`src/rtl/fpu_writeback.sv`:
```
// fpu_writeback: FPU/ALU result writeback stage.
//   - FPR write port: one registered BF16 write per FPU float completion.
//   - GPR write port: small FIFO merging ALU and FPU integer results,
//     up to two pushes and one pop per cycle, head presented combinationally.
//   - Optional sticky FP exception flags and invalid-op trap pulse,
//     built only when FPU_WB_FLAG_ACCUM_EN is defined; otherwise tied to 0.
module fpu_writeback #(
   parameter int GQ_DEPTH = 4
) (
   input  logic        clk,
   input  logic        rst_l,
   input  logic        fpu_complete,
   input  logic [15:0] fpu_result_1,
   input  logic [4:0]  ex_frd_addr,
   input  logic        fpu_complete_rd,
   input  logic [31:0] fpu_result_rd,
   input  logic [4:0]  ex_fpu_rd_addr,
   input  logic        Activation_Signal,
   input  logic [31:0] result,
   input  logic [4:0]  ex_alu_rd_addr,
   input  logic [4:0]  sflags,
   input  logic        IV_exception,
   input  logic        fflags_clr,
   output logic        fpr_we,
   output logic [4:0]  fpr_waddr,
   output logic [15:0] fpr_wdata,
   output logic        gpr_we,
   output logic [4:0]  gpr_waddr,
   output logic [31:0] gpr_wdata,
   output logic        wb_stall,
   output logic [4:0]  fflags,
   output logic        iv_trap,
   output logic        gq_overflow
);

   localparam int PTR_W = $clog2(GQ_DEPTH);
   localparam int CNT_W = PTR_W + 1;

   logic             fpr_vld_p1;
   logic [4:0]       fpr_addr_p1;
   logic [15:0]      fpr_data_p1;

   logic [4:0]       addr_mem [GQ_DEPTH];
   logic [31:0]      data_mem [GQ_DEPTH];
   logic [PTR_W-1:0] rd_ptr;
   logic [PTR_W-1:0] wr_ptr;
   logic [PTR_W-1:0] wr_ptr_nxt1;
   logic [CNT_W-1:0] count;
   logic             overflow_q;

   logic             push_a;
   logic             push_b;
   logic             pop;
   logic [1:0]       n_req;
   logic [1:0]       n_acc;
   logic [CNT_W-1:0] free_slots;
   logic             acc0;
   logic             acc1;
   logic             drop;
   logic [4:0]       e0_addr;
   logic [31:0]      e0_data;

   // Register the FPR write port one cycle after an FPU float completion.
   always_ff @(posedge clk or negedge rst_l) begin
      if (!rst_l) begin
         fpr_vld_p1  <= 1'b0;
         fpr_addr_p1 <= '0;
         fpr_data_p1 <= '0;
      end else begin
         fpr_vld_p1 <= fpu_complete;
         if (fpu_complete) begin
            fpr_addr_p1 <= ex_frd_addr;
            fpr_data_p1 <= fpu_result_1;
         end
      end
   end

   assign fpr_we    = fpr_vld_p1;
   assign fpr_waddr = fpr_addr_p1;
   assign fpr_wdata = fpr_data_p1;

   // Decide which pushes fit; the ALU entry (if any) is always the first one.
   always_comb begin
      push_a     = Activation_Signal && (ex_alu_rd_addr != 5'd0);
      push_b     = fpu_complete_rd && (ex_fpu_rd_addr != 5'd0);
      pop        = (count != '0);
      n_req      = {1'b0, push_a} + {1'b0, push_b};
      free_slots = CNT_W'(GQ_DEPTH) - count + {{(CNT_W-1){1'b0}}, pop};
      acc0       = (n_req != 2'd0) && (free_slots >= CNT_W'(1));
      acc1       = (n_req == 2'd2) && (free_slots >= CNT_W'(2));
      drop       = ((n_req != 2'd0) && !acc0) || ((n_req == 2'd2) && !acc1);
      n_acc      = {1'b0, acc0} + {1'b0, acc1};
      e0_addr    = push_a ? ex_alu_rd_addr : ex_fpu_rd_addr;
      e0_data    = push_a ? result : fpu_result_rd;
   end

   assign wr_ptr_nxt1 = wr_ptr + PTR_W'(1);

   // Queue storage: data only, never reset; validity lives in count.
   always_ff @(posedge clk) begin
      if (acc0) begin
         addr_mem[wr_ptr] <= e0_addr;
         data_mem[wr_ptr] <= e0_data;
      end
      if (acc1) begin
         addr_mem[wr_ptr_nxt1] <= ex_fpu_rd_addr;
         data_mem[wr_ptr_nxt1] <= fpu_result_rd;
      end
   end

   // Queue control: pointers wrap naturally, count tracks pushes minus pop.
   always_ff @(posedge clk or negedge rst_l) begin
      if (!rst_l) begin
         rd_ptr     <= '0;
         wr_ptr     <= '0;
         count      <= '0;
         overflow_q <= 1'b0;
      end else begin
         wr_ptr <= wr_ptr + PTR_W'(n_acc);
         if (pop) rd_ptr <= rd_ptr + PTR_W'(1);
         count <= count + CNT_W'(n_acc) - CNT_W'(pop);
         if (drop) overflow_q <= 1'b1;
      end
   end

   assign gpr_we      = pop;
   assign gpr_waddr   = pop ? addr_mem[rd_ptr] : 5'd0;
   assign gpr_wdata   = pop ? data_mem[rd_ptr] : 32'd0;
   assign wb_stall    = (count >= CNT_W'(GQ_DEPTH - 1));
   assign gq_overflow = overflow_q;

`ifdef FPU_WB_FLAG_ACCUM_EN
   logic [4:0] fflags_p1;
   logic       iv_trap_p1;
   logic       any_cmp;

   assign any_cmp = fpu_complete | fpu_complete_rd;

   // Sticky flag accumulation; a clear wins over history but not over new flags.
   always_ff @(posedge clk or negedge rst_l) begin
      if (!rst_l) begin
         fflags_p1  <= '0;
         iv_trap_p1 <= 1'b0;
      end else begin
         if (fflags_clr)   fflags_p1 <= any_cmp ? sflags : 5'd0;
         else if (any_cmp) fflags_p1 <= fflags_p1 | sflags;
         iv_trap_p1 <= IV_exception & any_cmp;
      end
   end

   assign fflags  = fflags_p1;
   assign iv_trap = iv_trap_p1;
`else
   logic unused_flag_inputs;
   assign unused_flag_inputs = ^{sflags, IV_exception, fflags_clr};
   assign fflags  = 5'd0;
   assign iv_trap = 1'b0;
`endif

endmodule

```
`config.mk`:
```
export PLATFORM = sky130hd
export DESIGN_NAME = fpu_writeback
export DESIGN_NICKNAME = d
export VERILOG_FILES = /design/src/rtl/fpu_writeback.sv
export SDC_FILE = /design/constraint.sdc
export NUM_CORES = 1
export LEC_CHECK = 0
export BUFFER_PORTS_ARGS = -buffer_cell sky130_fd_sc_hd__buf_4
export CORE_ASPECT_RATIO = 0.5
export CORE_MARGIN = 2
export CORE_UTILIZATION = 55
export CTS_CLUSTER_SIZE = 25
export DETAILED_ROUTE_END_ITERATION = 16
export GPL_ROUTABILITY_DRIVEN = 0
export PLACE_DENSITY = 0.78
export SKIP_CTS_REPAIR_TIMING = 1
export SYNTH_ARGS = -nofsm -noshare
export SYNTH_HDL_FRONTEND = slang
export SYNTH_SLANG_ARGS = --single-unit
```
`constraint.sdc`:
```
create_clock -name clk -period 6.97 [get_ports clk]
set_clock_uncertainty 0.05 [all_clocks]
set_input_delay 0.697 -clock clk [delete_from_list [all_inputs] [get_ports clk]]
set_output_delay 0.697 -clock clk [all_outputs]
set_load 0.01 [all_outputs]
```
Yosys cells after proc, flatten, opt, wreduce, memory -nomap -nowiden
Memories as Yosys holds them, arrays and structs flattened.
Index checks and enable logic that the tools add are counted.
{ "op_classes": {"add_sub_neg": 9, "mux": 8, "n_eq_ne": 1, "magnitude_cmp": 3, "reduce_logical": 13} }
{ "op_table": {"columns": ["cell", "n"], "rows": [
  ["$mux 32", 2],
  ["$mux 5", 2],
  ["$reduce_bool 5->1", 2],
  ["$ge 3x2->1 const B", 2],
  ["$logic_and 1x1->1", 6],
  ["$add 1x1->2", 2],
  ["$add 2x1->2 const B", 2],
  ["$mux 1", 4],
  ["$add 3x1->3", 1],
  ["$add 3x2->3", 1],
  ["$ge 3x1->1 const B", 1],
  ["$reduce_bool 3->1", 1],
  ["$sub 3x1->3", 1],
  ["$sub 3x3->3 const A", 1],
  ["$add 2x2->2", 1],
  ["$eq 2x2->1 const B", 1],
  ["$logic_not 1->1", 2],
  ["$reduce_bool 2->1", 1],
  ["$logic_or 1x1->1", 1]
]} }
{ "word_totals": {"inputBits": 107, "register_bits": 30, "n_memories": 2, "mem_bits_rw": 148, "out_inout_bits": 68} }
{ "memory_table": {"columns": ["memory", "words", "width", "read_ports", "rd_clocked_by_memory_dff", "wr", "line_no", "text"], "rows": [
  ["data_mem", 4, 32, 1, 0, 2, "44", "logic [31:0] data_mem [GQ_DEPTH];"],
  ["addr_mem", 4, 5, 1, 0, 2, "43", "logic [4:0] addr_mem [GQ_DEPTH];"]
]} }

Logic depth before layout (Yosys ltp)
{ "logic_depth": {"word_depth": 8, "mapped_depth": 19, "ltp_nobuf": 18} }

Worst setup path after synthesis
OpenSTA, ideal clock, no wires.
{ "synth_path": {"path_kind": "register -> register", "start": "reg count[2]", "end": "mem addr_mem[1][0], enable pin", "setup_slack_ps": 1621, "n_path_buf": 1, "t_arrival_ps": 4813, "required_ps": 6435, "stages_incl_launch_ff": 11, "cell_sequence": "dfrtp_1 > or3_1 > clkbuf_1 > inv_1 > ha_1 > inv_1 > ha_1 > xor2_1 > o221ai_1 > a22oi_1 > nor3b_1"} }
{ "synth_rtl": {"columns": ["element", "line_no", "text"], "rows": [
  ["start, declared", "48", "logic [CNT_W-1:0] count;"],
  ["start signal, assigned", "121", "count <= count + CNT_W'(n_acc) - CNT_W'(pop);"],
  ["end, declared", "43", null]
]} }

Final worst setup path
{ "layout_path": {"start": "reg count[2]", "end": "reg count[2]"} }
{ "layout_between": {"elab_chain_cells": 7, "word_cells_on_any_way": 10} }
{ "layout_lines": {"columns": ["element", "line_no", "text"], "rows": [
  ["$sub 3x3->3 or $reduce_bool 3->1 (tied branches)", "88, 86", null],
  ["$add 3x1->3", "88", "free_slots = CNT_W'(GQ_DEPTH) - count + {{(CNT_W-1){1'b0}}, pop};"],
  ["$ge 3x1->1 or $ge 3x2->1 (tied branches)", "89, 90", null],
  ["$logic_and 1x1->1 (on tied branches)", "89, 90", null],
  ["$add 1x1->2", "92", "n_acc = {1'b0, acc0} + {1'b0, acc1};"],
  ["$add 3x2->3", "121", null],
  ["$sub 3x1->3 (*)", "121", null]
]} }
Mark *: on every way between the ends. The rest lies on a longest branch, timed or not.
A chain may end at the register's enable or synchronous reset.

==> impl_metrics.toml <==
[critical_path]
worst_setup_path_start_kind = "flop"
reg2reg_to = "count[2]"
r2r_start = "count[2]"
crit_required_ps = 7230
critPathKind = "reg2reg"
worstRegToRegCells = 18
crit_path_end = "count[2]"
setup.worst_path.start = "count[2]"
rrSetupSlack_ps = 2940
critPathMaxFanout = 9
arrival_ps = 4290
worstSetupEndpointType = "flop"

[placed_design]
place_ws_ps = 2650
io_buffers = 161
place_area_um2 = 10000
post-dp-hpwl_um = 12500
dpl.cell_count = 897

[floorplan]
core-area_um2 = 15500
die_area_um2 = 17000
die_h_um = 93.3
io_pins = 175
die_w_um = 183
rows = 32
start_util_pct = 56.6

[timing]
final_max_slew_viol_count = 0
finalSetupViolations = 0
whs_ps = 135
min_period_over_period_pct = 57.8
timing.fmax_mhz = 248
finalHoldViolations = 0
rsz0062_at_grt = "false"
setup_slack_ps = 2940
tns_ps = 0
tightestPinTransition_ps = 1190
min_period_ps = 4030
slew_headroom_pct = 20.2

[cells_and_area]
fin_util_pct = 68.6
area_growth_pct = 21.0
fillers = 1061
stdcell_area_um2 = 10600
final_nets = 827
num_antenna_cells = 0
drive_gt1_share_pct = 38.6
stdcell_count = 929

[outcome]
status = "complete, no violations"

[yosys]
ys_seq_area_share_pct = 59.2
ys.flop_type = "edfxtp_1"
yosysUniqueCellTypes = 38
ys_ff_latch = 178
async_reset_ff_share_pct = 16.9
ys_top_cells_by_area = "edfxtp_1 (51%), o2bb2ai_1 (15%), mux4_2 (9.5%)"
avgSynthCellArea_um2 = 15.5
ys_warn_count = 0
synth-edff-count = 148
synth_area_um2 = 8780
synth_common_cells = "edfxtp_1 (148), o2bb2ai_1 (148), nand2_1 (40)"
synth_top_cell_area_share_pct = 50.6
yosysTopAreaCell = "edfxtp_1"
synthCells = 567

[routing]
drtIter0Drc = 476
routedWlPerCell_um = 22.8
firstDrtPassIters = 5
drc = 0
wl_um = 21200
routed_via_density = 6.36
vias = 5906
postRouteAntennaNets = 0

[cts]
clk_latency_ps = 420
clk_path_buf_depth = 2
htreeDepth = 4
clock-root-buffer = "clkbuf_16"
clkSlewWorstSetupHoldPaths_ps = 70
cts.sinks = 178
cts_tree = "yes"
cts_buffers = 17

[power_and_ir_drop]
pwr_density_cell_nw_per_um2 = 444
vdd_drop_max_v = 0.000312
total_power_mw = 4.71
p_leak_nw = 3.88

[global_route]
antenna_found_initial = 0
grt_overflow = 0
grt_pass1_vias = 5997
grt_start_max_net_pins = 41
grt_pass1_wl_um = 32400
grt_usage_pct = 25.6

[worst_hold_path]
hold_path_class = "in2async"

[run]
drv_cap = 0
-- where the power goes --
part	switching (mW)	internal, mW	total [mW]
clock network	0.466	0.483	0.949
logic	1.06	0.909	1.97
registers	0.156	1.64	1.80
total	1.68	3.04	4.71
-- cell usage in the layout (no fill, tap or decap), types with 2 or more instances in the layout --
cell,Yosys,final
xnor2_1,5,5
nand2_1,40,40
dfrtp_1,30,28
o21ai_4,4,4
inv_8,0,7
buf_4,6,170
a21o_1,2,2
mux2_2,21,21
ha_1,7,7
o2bb2ai_1,148,148
clkinv_8,0,2
inv_6,0,3
xor2_1,2,2
clkbuf_16,0,17
o22ai_4,0,2
inv_1,11,11
edfxtp_1,148,148
conb_1,1,6
nor2_4,0,4
dfrtp_2,0,2
mux4_2,37,37
or2_2,2,2
and2_1,37,37
-- state kept, by name (all words and copies together), names as in the netlist --
name	count
fpr_we	1
fpr_wdata	16
rd_ptr	2
gq_overflow	1
addr_mem	20
count	3
data_mem	128
fpr_waddr	5
wr_ptr	2
-- cell type report --
cell class | instances | area [um^2] | share of cell area (%)
tap | 204 | 255 | 2.40
timing repair buffer | 170 | 1280 | 12.0
inverter | 11 | 41.3 | 0.389
clock inverter | 15 | 159 | 1.50
clock buffer | 17 | 425 | 4.00
multi-input combinational | 334 | 3270 | 30.8
sequential | 178 | 5200 | 48.9
-- how the worst min path moves through the flow --
stage,end,slack (ps),cells after the start
after floorplan,count[0],350,0
after global placement,gq_overflow,400,1
after detailed placement,gq_overflow,410,1
after CTS,fpr_wdata[0],150,1
after global routing,fpr_wdata[0],160,1
final,count[0],130,1
-- worst max-delay path: stages (launching register included) --
cell      delay [ps]
dfrtp_1          430
or3_1            410
inv_1            110
ha_1             140
inv_1             40
ha_1             180
xor2_1           190
o221ai_4         540
or2_2            300
inv_1             60
ha_1             290
inv_1             40
ha_1             260
inv_1             60
ha_1             120
inv_1             50
fa_1             370
xor2_1           160
xnor2_1          120
-- per-layer routing --
metal	part of all wire (%)	vias to the layer above	track usage, %
met2	50	337	44.1
met1	39	2946	32.5
met5	0	-	0
met3	9.0	39	4.91
li1	-	2584	-
met4	1.8	0	10.3
-- kinds of logic (layout without fill, tap and decap cells) --
kind of cell | Yosys count | count (layout) | synth area share, %
DFF | 178 | 178 | 59.2
AOI/OAI and AO/OA | 164 | 164 | 16.8
and+or+nand+nor | 90 | 90 | 5.36
buffers and inverters | 60 | 213 | 4.42
muxes | 58 | 58 | 12.2
adders and majority gates | 9 | 9 | 1.34
xor gates and xnor gates | 7 | 7 | 0.699
other | 1 | 6 | 0.0427
Note: power is estimated with default switching activity, not from simulation.
